File: src/rtl/vn_word_packer.sv
`timescale 1ns/1ps
// vn_word_packer
// Packs the debiased single-bit TRNG stream into WORD_W-bit words and offers
// them to the key/seed loader over a valid/ready handshake. The bit source
// cannot be stalled. A completed word that finds the output register still
// occupied is dropped and counted. Bits already packed are never altered.
//
// Build option:
//   TRNG_REP_TEST_EN - adds a repetition-count health test on the bit stream.
//                      Without it health_fail is constant 0.
//
// Ports:
//   clk         - system clock, rising edge
//   reset       - synchronous, active-high; clears every register
//   bit_valid   - qualifies bit_in for one cycle
//   bit_in      - debiased random bit
//   word_valid  - word_data holds a complete word
//   word_ready  - consumer takes the word this cycle when word_valid=1
//   word_data   - packed word, first-received bit in the MSB
//   overflow    - sticky, at least one completed word was dropped
//   drop_cnt    - saturating count of dropped words
//   ovf_clr     - clears overflow, drop_cnt and health_fail
//   health_fail - sticky repetition-test failure
module vn_word_packer #(
   parameter int WORD_W     = 32,
   parameter int DROP_CNT_W = 8,
   parameter int REP_LIMIT  = 16
) (
   input  logic                  clk,
   input  logic                  reset,
   input  logic                  bit_valid,
   input  logic                  bit_in,
   output logic                  word_valid,
   input  logic                  word_ready,
   output logic [WORD_W-1:0]     word_data,
   output logic                  overflow,
   output logic [DROP_CNT_W-1:0] drop_cnt,
   input  logic                  ovf_clr,
   output logic                  health_fail
);

   localparam int CNT_W = $clog2(WORD_W);

   typedef enum logic {
      HOLD_EMPTY = 1'b0,
      HOLD_FULL  = 1'b1
   } hold_state_t;

   hold_state_t state, state_next;

   // The shift register only needs WORD_W-1 bits: the final bit of a word
   // is taken straight from bit_in when the word completes.
   logic [WORD_W-2:0] shreg;
   logic [CNT_W-1:0]  bit_cnt;
   logic [WORD_W-1:0] cw;
   logic              word_done;
   logic              rep_trip;
   logic              load_word;
   logic              drop;

   assign cw = {shreg, bit_in};

`ifdef TRNG_REP_TEST_EN
   localparam int RUN_W = $clog2(REP_LIMIT + 1);

   logic [RUN_W-1:0] rep_cnt;
   logic [RUN_W-1:0] run_len;
   logic             last_bit;
   logic             health_q;

   // Length of the current run of identical bits including this one. A
   // zero count means the run restarts here (after reset or a trip).
   always_comb begin
      run_len = RUN_W'(1);
      if (rep_cnt != '0 && bit_in == last_bit) begin
         run_len = rep_cnt + 1'b1;
      end
   end

   assign rep_trip = bit_valid && (run_len == RUN_W'(REP_LIMIT));

   // Run tracking and sticky failure flag. A trip takes priority over
   // ovf_clr so a failure in the clearing cycle is not lost.
   always_ff @(posedge clk) begin
      if (reset) begin
         rep_cnt  <= '0;
         last_bit <= 1'b0;
         health_q <= 1'b0;
      end else begin
         if (bit_valid) begin
            last_bit <= bit_in;
            rep_cnt  <= rep_trip ? '0 : run_len;
         end
         if (rep_trip) begin
            health_q <= 1'b1;
         end else if (ovf_clr) begin
            health_q <= 1'b0;
         end
      end
   end

   assign health_fail = health_q;
`else
   assign rep_trip    = 1'b0;
   // The repetition limit has no effect in this build.
   assign health_fail = 1'b0 & (REP_LIMIT == 0);
`endif

   // A word is complete on its last bit, unless that bit tripped the health
   // test, in which case the whole word is thrown away without counting.
   assign word_done = bit_valid && (bit_cnt == CNT_W'(WORD_W - 1)) && !rep_trip;

   // Holding-register control. With word_ready high in HOLD_FULL a new word
   // can replace the accepted one in the same cycle, so there is no bubble.
   always_comb begin
      state_next = state;
      load_word  = 1'b0;
      drop       = 1'b0;
      case (state)
         HOLD_EMPTY: begin
            if (word_done) begin
               load_word  = 1'b1;
               state_next = HOLD_FULL;
            end
         end
         HOLD_FULL: begin
            if (word_ready) begin
               if (word_done) begin
                  load_word = 1'b1;
               end else begin
                  state_next = HOLD_EMPTY;
               end
            end else if (word_done) begin
               drop = 1'b1;
            end
         end
         default: begin
            state_next = HOLD_EMPTY;
         end
      endcase
   end

   // State register.
   always_ff @(posedge clk) begin
      if (reset) begin
         state <= HOLD_EMPTY;
      end else begin
         state <= state_next;
      end
   end

   // Bit accumulator. A health-test trip discards the partial word,
   // including the bit that caused it.
   always_ff @(posedge clk) begin
      if (reset) begin
         shreg   <= '0;
         bit_cnt <= '0;
      end else if (rep_trip) begin
         shreg   <= '0;
         bit_cnt <= '0;
      end else if (bit_valid) begin
         shreg <= cw[WORD_W-2:0];
         if (bit_cnt == CNT_W'(WORD_W - 1)) begin
            bit_cnt <= '0;
         end else begin
            bit_cnt <= bit_cnt + 1'b1;
         end
      end
   end

   // Output word register. It only changes on a load, which keeps it stable
   // while the consumer is stalling.
   always_ff @(posedge clk) begin
      if (reset) begin
         word_data <= '0;
      end else if (load_word) begin
         word_data <= cw;
      end
   end

   // Drop bookkeeping. A drop in the same cycle as ovf_clr wins, so the count
   // restarts at one rather than being lost.
   always_ff @(posedge clk) begin
      if (reset) begin
         overflow <= 1'b0;
         drop_cnt <= '0;
      end else if (drop) begin
         overflow <= 1'b1;
         if (ovf_clr) begin
            drop_cnt <= DROP_CNT_W'(1);
         end else if (!(&drop_cnt)) begin
            drop_cnt <= drop_cnt + 1'b1;
         end
      end else if (ovf_clr) begin
         overflow <= 1'b0;
         drop_cnt <= '0;
      end
   end

   assign word_valid = (state == HOLD_FULL);

endmodule

File: config.mk
export PLATFORM = sky130hd
export DESIGN_NAME = vn_word_packer
export DESIGN_NICKNAME = d
export VERILOG_FILES = /design/src/rtl/vn_word_packer.sv
export SDC_FILE = /design/constraint.sdc
export NUM_CORES = 1
export LEC_CHECK = 0
export CORE_UTILIZATION = 48
export DETAILED_ROUTE_END_ITERATION = 7
export PLACE_DENSITY = 0.75
export SYNTH_ARGS = -nofsm -noshare
export SYNTH_HDL_FRONTEND = slang
export SYNTH_SLANG_ARGS = --single-unit
File: constraint.sdc
create_clock -name clk -period 1.7 [get_ports clk]
set_input_delay 0.425 -clock clk [delete_from_list [all_inputs] [get_ports clk]]
set_output_delay 0.425 -clock clk [all_outputs]
set_load 0.1 [all_outputs]
==> impl_metrics.json <==
{
  "cp-startpoint": "bit_cnt[1]",
  "ir_drop_mv": 0.656,
  "power_density_nw_per_um2": 839,
  "firstDrtPassIters": 4,
  "regArea_um2": 1580,
  "outcome": "finished clean",
  "io_pins": 49,
  "fin_crit_sh": 0.995,
  "critical_path_buf_inv_count": 1,
  "syn_nets": 348,
  "fin_crit_ps": 1690,
  "core_um2": 6060,
  "hold_violations": 0,
  "finalSetupViolations": 0,
  "ys_seq_area_frac": 0.505,
  "start_util": 0.510,
  "hold_path.class": "primary input to flip-flop",
  "vias": 2697,
  "grt_pass1_vias": 2516,
  "netlist_area_um2": 3090,
  "r2r_setup_slack_ps": 8,
  "arrival_ps": 1930,
  "crit_type": "flip-flop to flip-flop",
  "nets": 401,
  "n_antenna_cell": 0,
  "synth-seq-cells": 78,
  "finalSetupTns_ps": 0,
  "drive_gt1_frac": 0.267,
  "via_per_inst": 5.71,
  "worstSetupEndpoint": "drop_cnt[2]",
  "drv_slew": 0,
  "critPathMaxFanout": 8,
  "drtIter0Drc": 113,
  "finalPower_w": 0.00376,
  "worstSetupStartpointType": "flip-flop",
  "n_fill_cell": 427,
  "max_stage_delay_ps": 370,
  "skew_ps": 11.7,
  "dp_hpwl_mm": 4.66,
  "ant_nets": 0,
  "grt_usage": 0.227,
  "portBuffers": 47,
  "synth_cell_types": 39,
  "whs_ps": 289,
  "rsz0062_at_grt": "yes",
  "grt_pass1_wl_mm": 11.4,
  "multiInputGateArea_um2": 1450,
  "r2r-start": "bit_cnt[1]",
  "cp_common_cell": "ha_4",
  "cts_buffers": 9,
  "grt_max_degree": 37,
  "postCtsHoldBufs": 0,
  "crit_family": "simple AND/OR/NAND/NOR gates",
  "route.detailed.drc": 0,
  "synth_top_cell_by_area": "dfxtp_1",
  "h-tree-depth": 3,
  "clock_path_buffers": 2,
  "yosysWarnings": 0,
  "path_cells": "ha_4, and3_4, ha_4, nand4b_1, buf_6, a2111oi_1, nor3_1",
  "clk_pin_slew_ps": 90,
  "avgSynthCellArea_um2": 9.12,
  "crit_cells": 7,
  "place.gp.congestion": 0.817,
  "synth_top_area_share": 0.505,
  "fp.dieH_um": 82.3,
  "r2r_end": "drop_cnt[2]",
  "die_x_um": 82.3,
  "cts_sinks": 78,
  "max_freq_ghz": 0.591,
  "routed_wl_mm": 7.09,
  "cap_viol_max_count": 0,
  "antenna_found_initial": 0,
  "synth_edf_count": 0,
  "cp.required_ps": 1940,
  "p_leak_nw": 1.70,
  "cts_root_buf": "clkbuf_8",
  "synthTopCellsByArea": "dfxtp_1, mux2i_1, a21oi_1",
  "die_area_um2": 6770,
  "rr_worst_depth": 7,
  "cp_slowest_cell": "dfxtp_2",
  "ys.flop_type": "dfxtp_1",
  "grt.overflow.total": 0,
  "insertion_delay_ps": 360,
  "wire_per_inst_um": 15.0,
  "rows": 28,
  "syn_inst": 339,
  "synthArstFlopShare": 0,
  "cp-end-kind": "flip-flop",
  "area_growth_pct": 44.9,
  "cts_tree": "built"
}
## Yosys cell counts, drive strengths merged (2+ instances only)
cell and n:
mux2i 36, a2111oi 2, o21ai 34, inv 4, nor2 38, nand2b 2, nor4 2, dfxtp 78
nand3 35, nand2 6, nor3 2, and2 2, buf 9, nor2b 3, a21oi 39, a211oi 3
and3 2, and4 2, ha 3, clkbuf 20, a31oi 4
## worst reg2reg max path: stages, from the launching register on
cell	delay, ps
dfxtp_2	370
ha_4	140
and3_4	190
ha_4	130
nand4b_1	140
buf_6	180
a2111oi_1	330
nor3_1	90
## worst min path at each step
stage	slack, ps	to	from	cells after the start
after floorplan	440	word_data[31]	shreg[30]	2
after global placement	460	word_data[31]	shreg[30]	2
after detailed placement	470	word_data[31]	shreg[30]	2
after CTS	270	drop_cnt[0]	reset	2
after global routing	290	drop_cnt[0]	reset	2
final	290	drop_cnt[0]	reset	2
## cell usage in the layout, fill, tap and decap left out, drive strengths merged, types with 4 or more instances in the layout
cell type and n:
a21oi 39, a31oi 4, buf 68, clkbuf 10, dfxtp 78, inv 5, mux2i 36, nand2 6
nand3 35, nor2 38, o21ai 34
## registers in the layout, summed over array words and instances (netlist names)
| signal | cells |
|---|---|
| bit_cnt | 5 |
| drop_cnt | 8 |
| overflow | 1 |
| shreg | 31 |
| word_data | 32 |
| word_valid | 1 |
## logic make-up after synthesis
| group | Yosys count | synth area share |
|---|---|---|
| fa+ha+maj | 3 | 0.0121 |
| compound gates | 87 | 0.160 |
| other cells | 1 | 0.00121 |
| simple gates | 101 | 0.159 |
| flops | 78 | 0.505 |
| mux | 36 | 0.117 |
| buf+inv | 33 | 0.0457 |
## per-stage QoR
stage | std cells | setup slack [ps] | utilization | area (µm²)
final | 472 | 8.43 | 0.739 | 4480
after global routing | 472 | -66.8 | 0.739 | 4480
after CTS | 471 | 6.54 | 0.733 | 4440
after detailed placement | 454 | -140 | 0.686 | 4160
after global placement | 454 | -71.5 | 0.686 | 4160
after floorplan | 339 | 0.333 | - | 3140
## power breakdown
group	switching [W]	internal, W	total, W
clock network	0.000714	0.00107	0.00179
logic	0.0000820	0.0000532	0.000135
registers	0.00000644	0.00183	0.00184
total	0.000802	0.00296	0.00376
## per-layer routing
layer	track usage	wire length, µm	vias to the layer above
met4	0.119	123	0
met1	0.269	3140	1289
met3	0.0582	350	15
met5	0	0	-
li1	-	-	1312
met2	0.375	3470	81
## area by class of cell
cell class | count | share of cell area
Clock buffer | 10 | 0.0332
Multi-Input combinational cell | 228 | 0.323
Tap cell | 75 | 0.0209
Inverter | 4 | 0.00335
Timing Repair Buffer | 71 | 0.241
Clock inverter | 6 | 0.0257
Sequential cell | 78 | 0.353
## what timing repair did
item | CTS | global route
pin swaps | 2 | 1
buffers inserted | 1 | 1
endpoints found under the setup margin | 3 | 34
gates resized for setup | 2 | 11
Power figures use the tool's default switching activity.
